===== src/rtl/udp_tx_arbiter.sv =====
// Round-robin arbiter sharing one UDP encoder between N_CH payload sources.
// Latches the winner's header, streams its words with start/data_av, then waits for fin.
module udp_tx_arbiter #(
    parameter int unsigned N_CH        = 2,
    parameter int unsigned FIN_TIMEOUT = 64
) (
    input  logic                 clk_i,
    input  logic                 rst_ni,
    input  logic [N_CH-1:0]      ch_req_i,
    input  logic [16*N_CH-1:0]   ch_src_port_i,
    input  logic [16*N_CH-1:0]   ch_dest_port_i,
    input  logic [16*N_CH-1:0]   ch_len_i,
    input  logic [N_CH-1:0]      ch_no_chksum_i,
    input  logic [32*N_CH-1:0]   ch_data_i,
    input  logic [N_CH-1:0]      ch_data_valid_i,
    output logic [N_CH-1:0]      ch_data_ready_o,
    output logic [N_CH-1:0]      ch_grant_o,
    output logic [15:0]          enc_src_port_o,
    output logic [15:0]          enc_dest_port_o,
    output logic [15:0]          enc_len_o,
    output logic                 enc_no_chksum_o,
    output logic                 enc_start_o,
    output logic                 enc_data_av_o,
    output logic [31:0]          enc_data_o,
    input  logic                 enc_fin_i,
    output logic                 busy_o,
    output logic                 done_o,
    output logic                 timeout_err_o
);

    localparam int unsigned IdxW = $clog2(N_CH);
    localparam int unsigned CntW = $clog2(FIN_TIMEOUT);

    typedef enum logic [1:0] {StIdle, StSend, StWaitFin} state_e;

    state_e            state_q, state_d;
    logic [IdxW-1:0]   rr_q, rr_d;
    logic [IdxW-1:0]   gidx_q, gidx_d;
    logic [N_CH-1:0]   grant_q, grant_d;
    logic [15:0]       src_q, src_d;
    logic [15:0]       dest_q, dest_d;
    logic [15:0]       len_q, len_d;
    logic              nochk_q, nochk_d;
    logic [14:0]       words_q, words_d;
    logic              first_q, first_d;
    logic              start_q, start_d;
    logic              av_q, av_d;
    logic [31:0]       data_q, data_d;
    logic [CntW-1:0]   cnt_q, cnt_d;
    logic              done_q, done_d;
    logic              tmo_q, tmo_d;

    logic              win_found;
    logic [IdxW-1:0]   win_idx;
    logic [IdxW:0]     cand_sum;
    logic [IdxW-1:0]   cand;
    logic [15:0]       win_len;
    logic              sel_valid;
    logic [31:0]       sel_data;

    // First requester at or after the round-robin pointer, wrapping upward.
    always_comb begin
        win_found = 1'b0;
        win_idx   = '0;
        cand_sum  = '0;
        cand      = '0;
        for (int unsigned i = 0; i < N_CH; i++) begin
            cand_sum = {1'b0, rr_q} + (IdxW+1)'(i);
            if (cand_sum >= (IdxW+1)'(N_CH)) begin
                cand_sum = cand_sum - (IdxW+1)'(N_CH);
            end
            cand = cand_sum[IdxW-1:0];
            if (!win_found && ch_req_i[cand]) begin
                win_found = 1'b1;
                win_idx   = cand;
            end
        end
    end

    assign win_len   = ch_len_i[16*win_idx +: 16];
    assign sel_valid = ch_data_valid_i[gidx_q];
    assign sel_data  = ch_data_i[32*gidx_q +: 32];

    always_comb begin
        ch_data_ready_o = '0;
        if (state_q == StSend && words_q != '0) begin
            ch_data_ready_o = grant_q;
        end
    end

    always_comb begin
        state_d = state_q;
        rr_d    = rr_q;
        gidx_d  = gidx_q;
        grant_d = grant_q;
        src_d   = src_q;
        dest_d  = dest_q;
        len_d   = len_q;
        nochk_d = nochk_q;
        words_d = words_q;
        first_d = first_q;
        start_d = 1'b0;
        av_d    = 1'b0;
        data_d  = data_q;
        cnt_d   = cnt_q;
        done_d  = 1'b0;
        tmo_d   = 1'b0;

        unique case (state_q)
            StIdle: begin
                if (win_found) begin
                    state_d = StSend;
                    gidx_d  = win_idx;
                    grant_d = N_CH'(1) << win_idx;
                    src_d   = ch_src_port_i[16*win_idx +: 16];
                    dest_d  = ch_dest_port_i[16*win_idx +: 16];
                    len_d   = win_len;
                    nochk_d = ch_no_chksum_i[win_idx];
                    // 17-bit sum so len=65535 rounds up to 16384 words.
                    words_d = 15'(({1'b0, win_len} + 17'd3) >> 2);
                    first_d = 1'b1;
                end
            end
            StSend: begin
                if (words_q == '0) begin
                    // Zero-length packet: header-only start pulse.
                    start_d = 1'b1;
                    first_d = 1'b0;
                    cnt_d   = '0;
                    state_d = StWaitFin;
                end else if (sel_valid) begin
                    av_d    = 1'b1;
                    start_d = first_q;
                    first_d = 1'b0;
                    data_d  = sel_data;
                    words_d = words_q - 15'd1;
                    if (words_q == 15'd1) begin
                        cnt_d   = '0;
                        state_d = StWaitFin;
                    end
                end
            end
            StWaitFin: begin
                if (enc_fin_i || cnt_q == CntW'(FIN_TIMEOUT - 1)) begin
                    done_d  = enc_fin_i;
                    tmo_d   = !enc_fin_i;
                    grant_d = '0;
                    rr_d    = (gidx_q == IdxW'(N_CH - 1)) ? '0 : gidx_q + IdxW'(1);
                    state_d = StIdle;
                end else begin
                    cnt_d = cnt_q + CntW'(1);
                end
            end
            default: state_d = StIdle;
        endcase
    end

    always_ff @(posedge clk_i) begin
        if (!rst_ni) begin
            state_q <= StIdle;
            rr_q    <= '0;
            gidx_q  <= '0;
            grant_q <= '0;
            src_q   <= '0;
            dest_q  <= '0;
            len_q   <= '0;
            nochk_q <= 1'b0;
            words_q <= '0;
            first_q <= 1'b0;
            start_q <= 1'b0;
            av_q    <= 1'b0;
            data_q  <= '0;
            cnt_q   <= '0;
            done_q  <= 1'b0;
            tmo_q   <= 1'b0;
        end else begin
            state_q <= state_d;
            rr_q    <= rr_d;
            gidx_q  <= gidx_d;
            grant_q <= grant_d;
            src_q   <= src_d;
            dest_q  <= dest_d;
            len_q   <= len_d;
            nochk_q <= nochk_d;
            words_q <= words_d;
            first_q <= first_d;
            start_q <= start_d;
            av_q    <= av_d;
            data_q  <= data_d;
            cnt_q   <= cnt_d;
            done_q  <= done_d;
            tmo_q   <= tmo_d;
        end
    end

    assign ch_grant_o      = grant_q;
    assign enc_src_port_o  = src_q;
    assign enc_dest_port_o = dest_q;
    assign enc_len_o       = len_q;
    assign enc_no_chksum_o = nochk_q;
    assign enc_start_o     = start_q;
    assign enc_data_av_o   = av_q;
    assign enc_data_o      = data_q;
    assign busy_o          = (state_q != StIdle);
    assign done_o          = done_q;
    assign timeout_err_o   = tmo_q;

endmodule


===== config.mk =====
export PLATFORM = sky130hd
export DESIGN_NAME = udp_tx_arbiter
export DESIGN_NICKNAME = d
export VERILOG_FILES = /design/src/rtl/udp_tx_arbiter.sv
export SDC_FILE = /design/constraint.sdc
export NUM_CORES = 1
export LEC_CHECK = 0
export CORE_ASPECT_RATIO = 0.75
export CORE_MARGIN = 1.5
export CORE_UTILIZATION = 42
export DETAILED_ROUTE_END_ITERATION = 6
export PLACE_DENSITY = 0.92
export RECOVER_POWER = 100
export SETUP_SLACK_MARGIN = 0.02
export SLEW_MARGIN = 20
export SYNTH_ARGS = -nofsm -noshare
export SYNTH_HDL_FRONTEND = slang
export SYNTH_SLANG_ARGS = --single-unit

===== constraint.sdc =====
create_clock -name clk_i -period 3 [get_ports clk_i]
set_clock_uncertainty 0.2 [all_clocks]
set_input_delay 0.3 -clock clk_i [delete_from_list [all_inputs] [get_ports clk_i]]
set_output_delay 0.3 -clock clk_i [all_outputs]
set_load 0.05 [all_outputs]

==> results.toml <==
[floorplan]
floorplan.die_area_um2 = 14400
initial_utilization = 0.4369
dieHeight_um = 104.3
ios = 259
fp.dieW_um = 138.1
core_region_area_um2 = 13150
num_rows = 36

[yosys]
synthesis.instances = 684
synth_enable_flop_cells = 0
asyncSetResetFlopFracSynth = 0
synth.yosys.seq_area_share = 0.3936
synth_commonest_cells = "sky130_fd_sc_hd__dfxtp_1, sky130_fd_sc_hd__nor2_1, sky130_fd_sc_hd__nand2_1, sky130_fd_sc_hd__mux2i_1, sky130_fd_sc_hd__a311oi_1"
per_instance_average_area_after_synthesis_um2 = 8.402
ys_ff_latch = 113
yosys.cell_types.count = 53
postSynth.topFlopCell = "sky130_fd_sc_hd__dfxtp_1"
syn-cell-area_um2 = 5747
yosysWarnings = 0
synth.top_cells.by_area = "sky130_fd_sc_hd__dfxtp_1, sky130_fd_sc_hd__mux2i_1, sky130_fd_sc_hd__nor2_1"
post-synth-top-count-cell = "sky130_fd_sc_hd__dfxtp_1"
synth.net_count = 857
synth_largest_area_cell = "sky130_fd_sc_hd__dfxtp_1"
synth_top_area_frac = 0.3936

[placement]
placed_instance_area_um2 = 8471
port_buffers = 258
hpwlAfterDp_mm = 13.44
pre_cts_slack_ns = 0.2518
globalplace.congestion = 0.8955

[global_routing]
grt_overflow_total = 0
first_global_vias = 5789
track_usage = 0.2453
grt_pass1_wl_mm = 28.92
pin_count_of_the_biggest_net_entering_global_routing = 65
antenna_found_initial = 0

[min_path]
hold_class = "reg -> reg"

[layout]
sequential_cell_area_um2 = 2263
flow.area_growth_from_synthesis_pct = 56.83
fillCellCount = 1096
antenna_diode_count = 0
layout.cell_area.non_filler_um2 = 9012
share_of_layout_cells_above_drive_strength_1 = 0.09052
finish.net_count = 1099
multi_input_area_um2 = 3157

[critical_path]
r2r-start = "rr_q"
cp-start-kind = "register"
reg2reg_slack_ns = 0.36
slowest_stage = "sky130_fd_sc_hd__dlygate4sd2_1"
worst_path_largest_cell_delay_ns = 0.42
biggest_fanout_along_the_worst_timing_path = 7
arrival_ns = 2.30
critPathCapture = "ch_data_ready_o[0]"
rr_worst_depth = 6
endpoint_kind = "primary output"
regToRegEndpoint = "words_q[9]"
critical_path_startpoint = "words_q[0]"
setup.worst_path.class = "reg -> out"
worstPathCellList = "inv_1, ha_1, nor4b_1, nand4_2, and3_1, dlygate4sd2_1"
crit_required_ns = 2.50

[sta]
setup_repair_after_global_routing_missed_its_margin = "no"
slew_viol_final = 0
min_period_over_period = 0.9350
finalWorstSetupSlack_ns = 0.1951
setup_total_negative_slack_ns = 0
hold_viol = 0
number_of_setup_violations_in_the_final_report = 0
fmaxAchievable_ghz = 0.3565
max-slew-margin-rel = 0.2230
worst_margin_slew_ns = 1.161
final_period_demand_of_the_worst_path_ns = 2.805

[route]
post-route-drc-count = 0
detailedRoute.firstPassIterationCount = 5
wl_per_cell_um = 16.39
detail_route.iter0.violations = 509
routed-via-count = 6106
drt-vias-per-instance = 5.501
drtAntennaViolNets = 0
wl_mm = 18.19

[clock_network]
insertion_delay_ns = 0.41
ctsRootBufferMaster = "sky130_fd_sc_hd__clkbuf_16"
clock_tree.buffer_depth = 2
clock_transition_time_at_the_flip_flop_clock_pins_of_the_worst_setup_and_hold_paths_ns = 0.05
clkSinkCount = 113
cts_buffers = 17
tritoncts_clock_tree = "built"
post_cts_setup_buffers = 0
htree_levels = 4

[status]
run_status = "finished, final reports clean"

[run]
cap_violations = 0

[power]
total_leakage_power_nw = 3.527
cellPowerDensity_nw_per_um2 = 643.0
peak_supply_drop_mv = 0.4573
post-layout-total-power_mw = 5.795
==> per-layer routing <==
layer,share of wire,global-route usage,vias up
met4,0.017,0.07293,0
met3,0.077,0.06123,27
met5,0,0,-
met2,0.47,0.3987,268
met1,0.44,0.3214,2852
li1,-,-,2959
==> worst min-delay path by stage <==
stage                                     to          startpoint  slack, ns  cells after the start
final                     enc_src_port_o[14]  enc_src_port_o[14]       0.25                      2
after global routing       enc_src_port_o[0]   ch_src_port_i[16]       0.27                      3
after CTS                  enc_src_port_o[7]   ch_src_port_i[23]       0.25                      3
after detailed placement  enc_src_port_o[14]  enc_src_port_o[14]       0.26                      2
after global placement    enc_src_port_o[14]  enc_src_port_o[14]       0.24                      2
after floorplan                timeout_err_o           enc_fin_i       0.18                      1
==> what timing repair did <==
action                     CTS  global route
hold buffers                 0             0
resized for setup            1             0
setup endpoints to repair    1             0
==> report_power, final <==
group	switching (mW)	total, mW	internal (mW)
clock	0.722	2.07	1.35
combinational	1.19	1.90	0.711
sequential	0.128	1.82	1.69
==> layout make-up <==
class	count	area share
sequential	113	0.2511
tap	171	0.02374
clock buffer	19	0.05026
multi-input combinational	508	0.3503
timing repair buffer	277	0.3028
clock inverter	13	0.01777
inverter	9	0.004026
==> cells by family (layout without fill, tap and decap cells) <==
family / count (synthesis) / count (layout) / share of synthesized area
AO/OA/AOI/OAI: 165 / 165 / 0.2297
adder cells (fa/ha/maj): 4 / 4 / 0.008709
XOR/XNOR: 15 / 15 / 0.02286
buffers and inverters: 63 / 318 / 0.04986
AND/OR/NAND/NOR: 278 / 278 / 0.2147
flip-flops: 113 / 113 / 0.3936
multiplexers: 46 / 46 / 0.08056
==> metrics by stage <==
stage | util | hold WS [ns] | cells
5_1_grt | 0.6852 | 0.2668 | 1110
4_1_cts | 0.6905 | 0.2503 | 1110
6_report | 0.6852 | 0.2528 | 1110
3_3_place_gp | 0.6440 | 0.2410 | 1078
3_5_place_dp | 0.6440 | 0.2556 | 1078
2_1_floorplan | - | 0.1793 | 684
==> critical path: cells and delay by family, from the launching register on <==
kind,cells,cell delay (ns)
flip-flops,1,0.35
AND/OR/NAND/NOR,3,0.88
buffers and inverters,2,0.51
adder cells (fa/ha/maj),1,0.16
==> cells in the final DEF, fill, tap and decap left out, drive strengths merged, types with 22 or more instances in the layout <==
cell,instances
a211oi,43
a21oi,28
a311oi,36
clkbuf,25
clkdlybuf4s50,168
dfxtp,113
dlygate4sd3,88
mux2i,44
nand2,97
nor2,113
o21ai,22
==> registers in the layout (all words and copies together), names as in the netlist <==
| signal | flops |
|---|---|
| cnt_q | 6 |
| ch_grant_o | 2 |
| timeout_err_o | 1 |
| first_q | 1 |
| rr_q | 1 |
| words_q | 15 |
| gidx_q | 1 |
| enc_start_o | 1 |
| state_q | 2 |
| enc_dest_port_o | 16 |
| enc_data_o | 32 |
| enc_src_port_o | 16 |
| enc_data_av_o | 1 |
| enc_len_o | 16 |
| done_o | 1 |
| enc_no_chksum_o | 1 |
Power figures use the tool's default switching activity.
